`src/rtl/ifu.sv`:
```
// Instruction fetch unit: single-outstanding imem requests feeding a {pc, inst} buffer for decode.
// Optional IFU_PERF_EN adds fetch/stall performance counters.
//
// state | meaning
// IDLE  | buffer full, waiting for a free slot
// REQ   | request presented on imem, waiting for ready
// WAIT  | request accepted, waiting for its response
// DROP  | accepted request went stale after a redirect, swallow its response
module ifu #(
  parameter logic [31:0] RESET_PC   = 32'h8000_0000,
  parameter int          FIFO_DEPTH = 2
) (
  input  logic        clk,
  input  logic        rst,
  input  logic        redirect_valid,
  input  logic [31:0] redirect_pc,
  output logic        imem_req_valid,
  input  logic        imem_req_ready,
  output logic [31:0] imem_req_addr,
  input  logic        imem_rsp_valid,
  input  logic [31:0] imem_rsp_data,
  output logic        inst_valid,
  input  logic        inst_ready,
  output logic [31:0] inst,
  output logic [31:0] inst_pc
`ifdef IFU_PERF_EN
  ,
  output logic [31:0] perf_fetch_cnt,
  output logic [31:0] perf_stall_cnt
`endif
);

  localparam int PW = $clog2(FIFO_DEPTH);
  localparam int CW = PW + 1;
  localparam logic [CW-1:0] DEPTH_C = CW'(FIFO_DEPTH);

  typedef enum logic [1:0] {S_IDLE, S_REQ, S_WAIT, S_DROP} state_t;

  state_t        state, state_nxt;
  logic [31:0]   fetch_pc, fetch_pc_nxt, pend_pc;
  logic [31:0]   fifo_pc   [FIFO_DEPTH];
  logic [31:0]   fifo_inst [FIFO_DEPTH];
  logic [PW-1:0] rd_ptr, wr_ptr;
  logic [CW-1:0] count, count_nxt;
  logic          req_hs, push, pop;

  assign imem_req_valid = (state == S_REQ);
  assign imem_req_addr  = fetch_pc;
  assign inst_valid     = (count != '0);
  assign inst           = fifo_inst[rd_ptr];
  assign inst_pc        = fifo_pc[rd_ptr];

  assign req_hs = (state == S_REQ) && imem_req_ready;
  assign pop    = inst_valid && inst_ready;
  // A response racing a redirect belongs to the old stream and is never buffered.
  assign push   = (state == S_WAIT) && imem_rsp_valid && !redirect_valid;

  always_comb begin
    count_nxt = count;
    if (push && !pop)
      count_nxt = count + CW'(1);
    else if (!push && pop)
      count_nxt = count - CW'(1);
  end

  always_comb begin
    state_nxt    = state;
    fetch_pc_nxt = fetch_pc;
    case (state)
      S_IDLE: if (count < DEPTH_C) state_nxt = S_REQ;
      S_REQ: begin
        if (imem_req_ready) begin
          state_nxt    = S_WAIT;
          fetch_pc_nxt = fetch_pc + 32'd4;
        end
      end
      S_WAIT: begin
        if (imem_rsp_valid)
          state_nxt = (count_nxt < DEPTH_C) ? S_REQ : S_IDLE;
      end
      S_DROP: if (imem_rsp_valid) state_nxt = S_REQ;
      default: state_nxt = S_IDLE;
    endcase
    if (redirect_valid) begin
      fetch_pc_nxt = redirect_pc & ~32'h3;
      case (state)
        S_REQ:   state_nxt = req_hs ? S_DROP : S_REQ;
        S_WAIT:  state_nxt = imem_rsp_valid ? S_REQ : S_DROP;
        S_DROP:  state_nxt = S_DROP;
        default: state_nxt = S_REQ;
      endcase
    end
  end

  always_ff @(posedge clk or negedge rst) begin
    if (!rst) begin
      state    <= S_IDLE;
      fetch_pc <= RESET_PC;
      pend_pc  <= '0;
    end else begin
      state    <= state_nxt;
      fetch_pc <= fetch_pc_nxt;
      if (req_hs)
        pend_pc <= fetch_pc;
    end
  end

  always_ff @(posedge clk or negedge rst) begin
    if (!rst) begin
      rd_ptr <= '0;
      wr_ptr <= '0;
      count  <= '0;
      for (int i = 0; i < FIFO_DEPTH; i++) begin
        fifo_pc[i]   <= '0;
        fifo_inst[i] <= '0;
      end
    end else if (redirect_valid) begin
      rd_ptr <= '0;
      wr_ptr <= '0;
      count  <= '0;
    end else begin
      if (push) begin
        fifo_pc[wr_ptr]   <= pend_pc;
        fifo_inst[wr_ptr] <= imem_rsp_data;
        wr_ptr            <= wr_ptr + PW'(1);
      end
      if (pop)
        rd_ptr <= rd_ptr + PW'(1);
      count <= count_nxt;
    end
  end

`ifdef IFU_PERF_EN
  always_ff @(posedge clk or negedge rst) begin
    if (!rst) begin
      perf_fetch_cnt <= '0;
      perf_stall_cnt <= '0;
    end else begin
      if (push)
        perf_fetch_cnt <= perf_fetch_cnt + 32'd1;
      if (!inst_valid)
        perf_stall_cnt <= perf_stall_cnt + 32'd1;
    end
  end
`endif

endmodule
```
`config.mk`:
```
export PLATFORM = sky130hd
export DESIGN_NAME = ifu
export DESIGN_NICKNAME = d
export VERILOG_FILES = /design/src/rtl/ifu.sv
export SDC_FILE = /design/constraint.sdc
export NUM_CORES = 1
export LEC_CHECK = 0
export CAP_MARGIN = 0
export CORE_MARGIN = 10
export CORE_UTILIZATION = 56
export CTS_CLUSTER_DIAMETER = 50
export DETAILED_ROUTE_END_ITERATION = 6
export GPL_ROUTABILITY_DRIVEN = 1
export PLACE_DENSITY_LB_ADDON = 0.12
export SLEW_MARGIN = 20
export SYNTH_ARGS = -nofsm -noshare
export SYNTH_HDL_FRONTEND = slang
export SYNTH_SLANG_ARGS = --single-unit
```
`constraint.sdc`:
```
create_clock -name clk -period 3.1 [get_ports clk]
set_input_delay 0.775 -clock clk [delete_from_list [all_inputs] [get_ports clk]]
set_output_delay 0.775 -clock clk [all_outputs]
set_load 0.05 [all_outputs]
```
==> results.yml, run 1 <==
outcome:
  status: "completed"
critical_path:
  startpoint_type: "register"
  critPathMaxFanout: 26
  arrival_ps: 2250
  startpoint: "rd_ptr$_DFFE_PN0P_"
  crit_chain: "buf_4 -> mux2_2 -> clkdlybuf4s50_1"
  required_ps: 2320
  slowest_stage: "clkdlybuf4s50_1"
  worstSetupEndpointType: "primary output"
  cpPeakStageDelay_ps: 700
  worstReg2RegStart: "imem_req_addr[2]$_DFFE_PN0N_"
  crit_type: "register to primary output"
clock_network:
  cts_sinks: 190
  clock_path_buffers: 2
  hold_buffers: 0
  root_buffer: "clkbuf_16"
  clock_latency_ps: 420
  cts_htree_levels: 4
  cts_tree: "built"
  cts.clk_slew.worst_paths_ps: 70
  cts_buffers: 17
logic_synthesis:
  synth_top_area_frac: 0.551
  synth.yosys.seq_area_share: 0.554
  syn_avg_cell_area_um2: 12.2
  synth.area.top_cells: "dfrtp_1 (55%), mux2_2 (24%), nand2_1 (4.4%)"
  syn_inst: 703
  ys.warnings.count: 0
  ys_async_sr_fraction: 1.00
  yosysTopAreaCell: "dfrtp_1"
  synth_ff_type: "dfrtp_1"
  synth-seq-cells: 190
  synth_edf_count: 0
  synth.distinct_cells: 47
  netlist_area_um2: 8590
timing:
  maxSlewViolCount: 0
  fin_tns_setup_ps: 0
  maxSlewHeadroom: 0.493
  finalCritPeriodShare: 0.975
  rsz0062_at_grt: "false"
  max_freq_ghz: 0.331
  worst_slew_pin_slew_ps: 761
  skew_ps: 6.20
  hold_viol_final: 0
  final.min_clock_period_ps: 3020
  finalSetupViolCount: 0
floorplan:
  die_h_um: 144
  dieArea_um2: 20700
  die_x_um: 144
  ios: 168
  start_util: 0.569
  core_um2: 15100
  placementRows: 45
routing:
  vias: 6029
  first_pass_iters: 5
  drt-total-wl_um: 20000
  ant_nets: 0
  drc: 0
  viasPerCell: 5.71
  drt_iter0_markers: 320
  post_drt_wl_per_cell_um: 19.0
global_route:
  grt_pass1_vias: 6377
  grt_remaining_overflow: 0
  grt_max_degree: 94
  track_usage: 0.198
  grt_pass1_wl_um: 32500
  antenna_found_initial: 0
finish:
  layout_commonest_cell: "dfrtp_1"
  synthToLayoutAreaGrowth_pct: 28.6
  final_nets: 926
  layout-drive-gt1-share: 0.292
  final_area_um2: 11000
  num_antenna_cells: 0
  post-route-util: 0.732
  stdcell_count: 1055
  mostFrequentLayoutCells: "dfrtp_1 (188), mux2_2 (186), clkdlybuf4s50_1 (136), nand2_1 (99)"
power_and_ir_drop:
  power_frac_seq: 0.339
  ir_drop_mv: 0.517
  comb_power_share: 0.442
  p_int_mw: 6.34
  leakagePower_nw: 5.22
  finalPower_mw: 10.6
  power.switching_mw: 4.27
  power_density_nw_per_um2: 961
  clock_power_share: 0.219
  p_sw_frac: 0.402
placement:
  placed_area_um2: 10400
  dp_hpwl_um: 14100
  place.gp.congestion: 0.935
  port_buffers: 161
  placed_cells: 1023
worst_hold_path:
  hp-class: "primary input to asynchronous set/reset pin"
job:
  maxCapViolations: 0
## critical path: cells and delay by family, from the launching register on
family / cells / cell delay, ps
muxes: 1 / 380
buffers and inverters: 2 / 1050
DFF: 1 / 380
## cells in the mapped netlist (3+ instances only)
master / instances
nor3_1: 3
o21ai_0: 22
clkbuf_1: 18
o31ai_1: 14
xor2_1: 7
buf_1: 3
nand2_1: 100
nand3_1: 14
buf_2: 16
dfrtp_1: 189
xnor2_1: 7
nand4_1: 11
buf_4: 6
inv_1: 11
mux2_2: 186
a31oi_1: 17
nor2_1: 22
and3_1: 4
or4_1: 14
## metal layers
layer | wire (um) | global-route usage | up-vias
li1 | - | - | 2799
met1 | 8750 | 0.251 | 3020
met2 | 9670 | 0.319 | 193
met3 | 1370 | 0.0617 | 17
met4 | 234 | 0.0591 | 0
met5 | 0 | 0 | -
## final cells by class
cell class	count	area, um^2
Clock buffer	18	429
Clock inverter	14	201
Fill cell	1028	4040
Inverter	12	45.0
Multi-Input combinational cell	459	3590
Sequential cell	190	4760
Tap cell	188	235
Timing Repair Buffer	174	1790
## logic make-up after synthesis
logic type | count (synthesis) | share of synthesized area
AOI/OAI and AO/OA | 61 | 0.0446
and+or+nand+nor | 190 | 0.107
xor gates and xnor gates | 14 | 0.0143
other | 1 | 0.000437
DFF | 190 | 0.554
buffers and inverters | 57 | 0.0309
adders and majority gates | 2 | 0.00291
muxes | 188 | 0.246
## final timing paths
| path | cells past startpoint | slack [ps] | end |
|---|---|---|---|
| setup / recovery | 3 | 80 | inst[22] |
| hold / removal | 1 | 400 | fifo_inst[19]$_DFFE_PN0P_ |
| setup reg to reg | 6 | 920 | imem_req_addr[26]$_DFFE_PN0N_ |
| hold reg to reg | 2 | 490 | pend_pc[25]$_DFFE_PN0P_ |
| max in group asynchronous | 2 | 1900 | fifo_inst[50]$_DFFE_PN0P_ |
| min in group clk | 2 | 490 | pend_pc[25]$_DFFE_PN0P_ |
## metrics by stage
stage	hold WS [ps]	setup slack, ps
global placement	477	290
finish	404	78.3
floorplan	458	843
detailed placement	483	255
CTS	435	1.67
global route	433	3.14
## power by group through the flow
stage               logic, mW  registers, mW  clock network (mW)
global route             4.96           3.69                2.47
CTS                      4.77           3.60                2.36
detailed placement       4.74           3.64                   0
finish                   4.69           3.60                2.32
global placement         4.68           3.58                   0
floorplan                3.21           3.62                   0
## what timing repair did
item	4_1_cts	5_1_grt
endpoints found under the setup margin	0	13
gates resized for setup	0	13
setup buffers	0	0
endpoints found under the hold margin	0	0
## sequential cells by signal, indices dropped and copies added (netlist names)
register       cells
wr_ptr             1
imem_req_addr     30
fifo_pc           60
pend_pc           30
count              2
state              2
rd_ptr             1
fifo_inst         64
(Power assumes the default switching activity.)
==> run 2, diff against run 1 <==
--- a/config.mk
+++ b/config.mk
@@ -11,7 +11,7 @@
 export CTS_CLUSTER_DIAMETER = 50
 export DETAILED_ROUTE_END_ITERATION = 6
 export GPL_ROUTABILITY_DRIVEN = 1
-export PLACE_DENSITY_LB_ADDON = 0.12
+export PLACE_DENSITY = 0.82
 export SLEW_MARGIN = 20
 export SYNTH_ARGS = -nofsm -noshare
 export SYNTH_HDL_FRONTEND = slang
==> run 2 against run 1 <==
  * Cell count is essentially flat
  * Register-to-register slack better by 20 ps
  * Largest cell class unchanged
  * Clock power about the same
  * Worst hold slack worse by 86 ps
  * Sequential power is essentially flat
  * Critical endpoint is now inst[11]
  * Clock skew grew 0.58 ps
  * Wire length up 2.5%
  * Non-clock buffer count unchanged
  * Largest power group unchanged
==> results.yml, run 2 (same netlist as run 1, synthesis figures left out) <==
critical_path:
  rrSetupSlack_ps: 940
  timing.rr.end: "imem_req_addr[18]$_DFFE_PN0N_"
  cp_top_family: "buffers and inverters"
  slowest_stage: "clkdlybuf4s50_1"
  critical_path_buf_inv_count: 2
  crit_type: "register to primary output"
  critPathMaxFanout: 34
  arrival_ps: 2170
  rr_worst_depth: 4
  startpoint_type: "register"
  worstSetupEndpointType: "primary output"
  crit_chain: "buf_12 -> mux2_2 -> clkdlybuf4s50_1"
  worstReg2RegStart: "imem_req_addr[4]$_DFFE_PN0N_"
  cpPeakStageDelay_ps: 710
  required_ps: 2320
clock_network:
  clock_latency_ps: 430
  hold_buffers: 0
  cts_sinks: 190
  root_buffer: "clkbuf_16"
  cts_htree_levels: 4
  clock_path_buffers: 2
  cts.clk_slew.worst_paths_ps: 60
  cts_tree: "built"
  ctsResizeCount: 0
  post-cts-setup-buffers: 0
  cts_buffers: 17
job:
  maxCapViolations: 0
floorplan:
  core_um2: 15100
  dieArea_um2: 20700
  die_x_um: 144
  ios: 168
  die_h_um: 144
  start_util: 0.569
  placementRows: 45
placement:
  port_buffers: 161
  dp_hpwl_um: 14300
  dp_worst_setup_slack_ps: 286
  placed_cells: 1023
  place.gp.congestion: 0.924
timing:
  maxSlewViolCount: 0
  worst_slew_pin_slew_ps: 550
  rsz0062_at_grt: "false"
  maxSlewHeadroom: 0.632
  finalCritPeriodShare: 0.949
  max_freq_ghz: 0.340
  skew_ps: 6.78
  hold_viol_final: 0
  finalSetupViolCount: 0
  final.min_clock_period_ps: 2940
  fin_tns_setup_ps: 0
  fin_ws_ps: 160
routing:
  first_pass_iters: 4
  drt_iter0_markers: 409
  ant_nets: 0
  viasPerCell: 5.77
  drt-total-wl_um: 20500
  vias: 6085
  post_drt_wl_per_cell_um: 19.5
  drc: 0
global_route:
  antenna_found_initial: 0
  grt_remaining_overflow: 0
  grt_max_degree: 72
  grt_pass1_wl_um: 33000
  grt_pass1_vias: 6536
  track_usage: 0.201
finish:
  num_antenna_cells: 0
  multiInputGateArea_um2: 3590
  fill_cells: 1001
  layout_commonest_cell: "dfrtp_1"
  final_nets: 926
  largest_reg_flops: 64
  top_register: "fifo_inst"
  synthToLayoutAreaGrowth_pct: 28.4
  mostFrequentLayoutCells: "dfrtp_1 (188), mux2_2 (186), clkdlybuf4s50_1 (151), nand2_1 (99)"
  stdcell_count: 1054
  layout-drive-gt1-share: 0.288
  largestRegisters: "fifo_inst x64, fifo_pc x60"
  seqCellArea_um2: 4760
power_and_ir_drop:
  power_density_nw_per_um2: 971
  leakagePower_nw: 5.03
  ir_drop_mv: 0.706
outcome:
  status: "completed"
worst_hold_path:
  hp-class: "primary input to asynchronous set/reset pin"
-- run 2: cell type report --
cell class | count | share of cell area
clock inverters | 11 | 0.0171
multi-input cells | 459 | 0.325
inverters | 12 | 0.00409
well taps | 188 | 0.0213
flip-flops and latches | 190 | 0.432
clock buffers | 20 | 0.0405
repair buffers | 174 | 0.160
-- run 2: worst max path at each step --
stage / start / slack [ps] / endpoint / cells after the start
after floorplan: imem_req_addr[16]$_DFFE_PN0N_ / 840 / imem_req_addr[27]$_DFFE_PN0N_ / 5
after global placement: imem_rsp_valid / 360 / fifo_inst[51]$_DFFE_PN0P_ / 5
after detailed placement: imem_rsp_valid / 290 / fifo_pc[34]$_DFFE_PN0P_ / 5
after CTS: rd_ptr$_DFFE_PN0P_ / 130 / inst[10] / 3
after global routing: rd_ptr$_DFFE_PN0P_ / 110 / inst[10] / 3
final: rd_ptr$_DFFE_PN0P_ / 160 / inst[11] / 3
-- run 2: stage by stage --
stage          power, mW   util  cell area [um^2]  hold slack, ps
6_report            10.7  0.731             11000             318
5_1_grt             11.2  0.731             11000             343
4_1_cts             10.8  0.731             11000             332
3_5_place_dp        8.44  0.688             10400             481
3_3_place_gp        8.29  0.688             10400             473
2_1_floorplan       6.83      -              8600             458
-- run 2: power by group --
part,switching [mW],internal [mW],total (mW)
clock,0.901,1.45,2.35
sequential,0.442,3.15,3.60
combinational,2.91,1.86,4.76
-- run 2: worst reg2reg max path, cell delays in order (launching register included) --
cell and delay, ps:
dfrtp_1 510, and4_1 460, nand4b_1 330, or4_2 610, a31oi_1 170
-- run 2: metal layers --
| layer | part of all wire | vias up | global-route usage | wire (um) |
|---|---|---|---|---|
| met4 | 0.022 | 0 | 0.0768 | 442 |
| li1 | - | 2788 | - | - |
| met2 | 0.48 | 217 | 0.329 | 9870 |
| met3 | 0.069 | 34 | 0.0531 | 1410 |
| met5 | 0 | - | 0 | 0 |
| met1 | 0.43 | 3046 | 0.249 | 8790 |
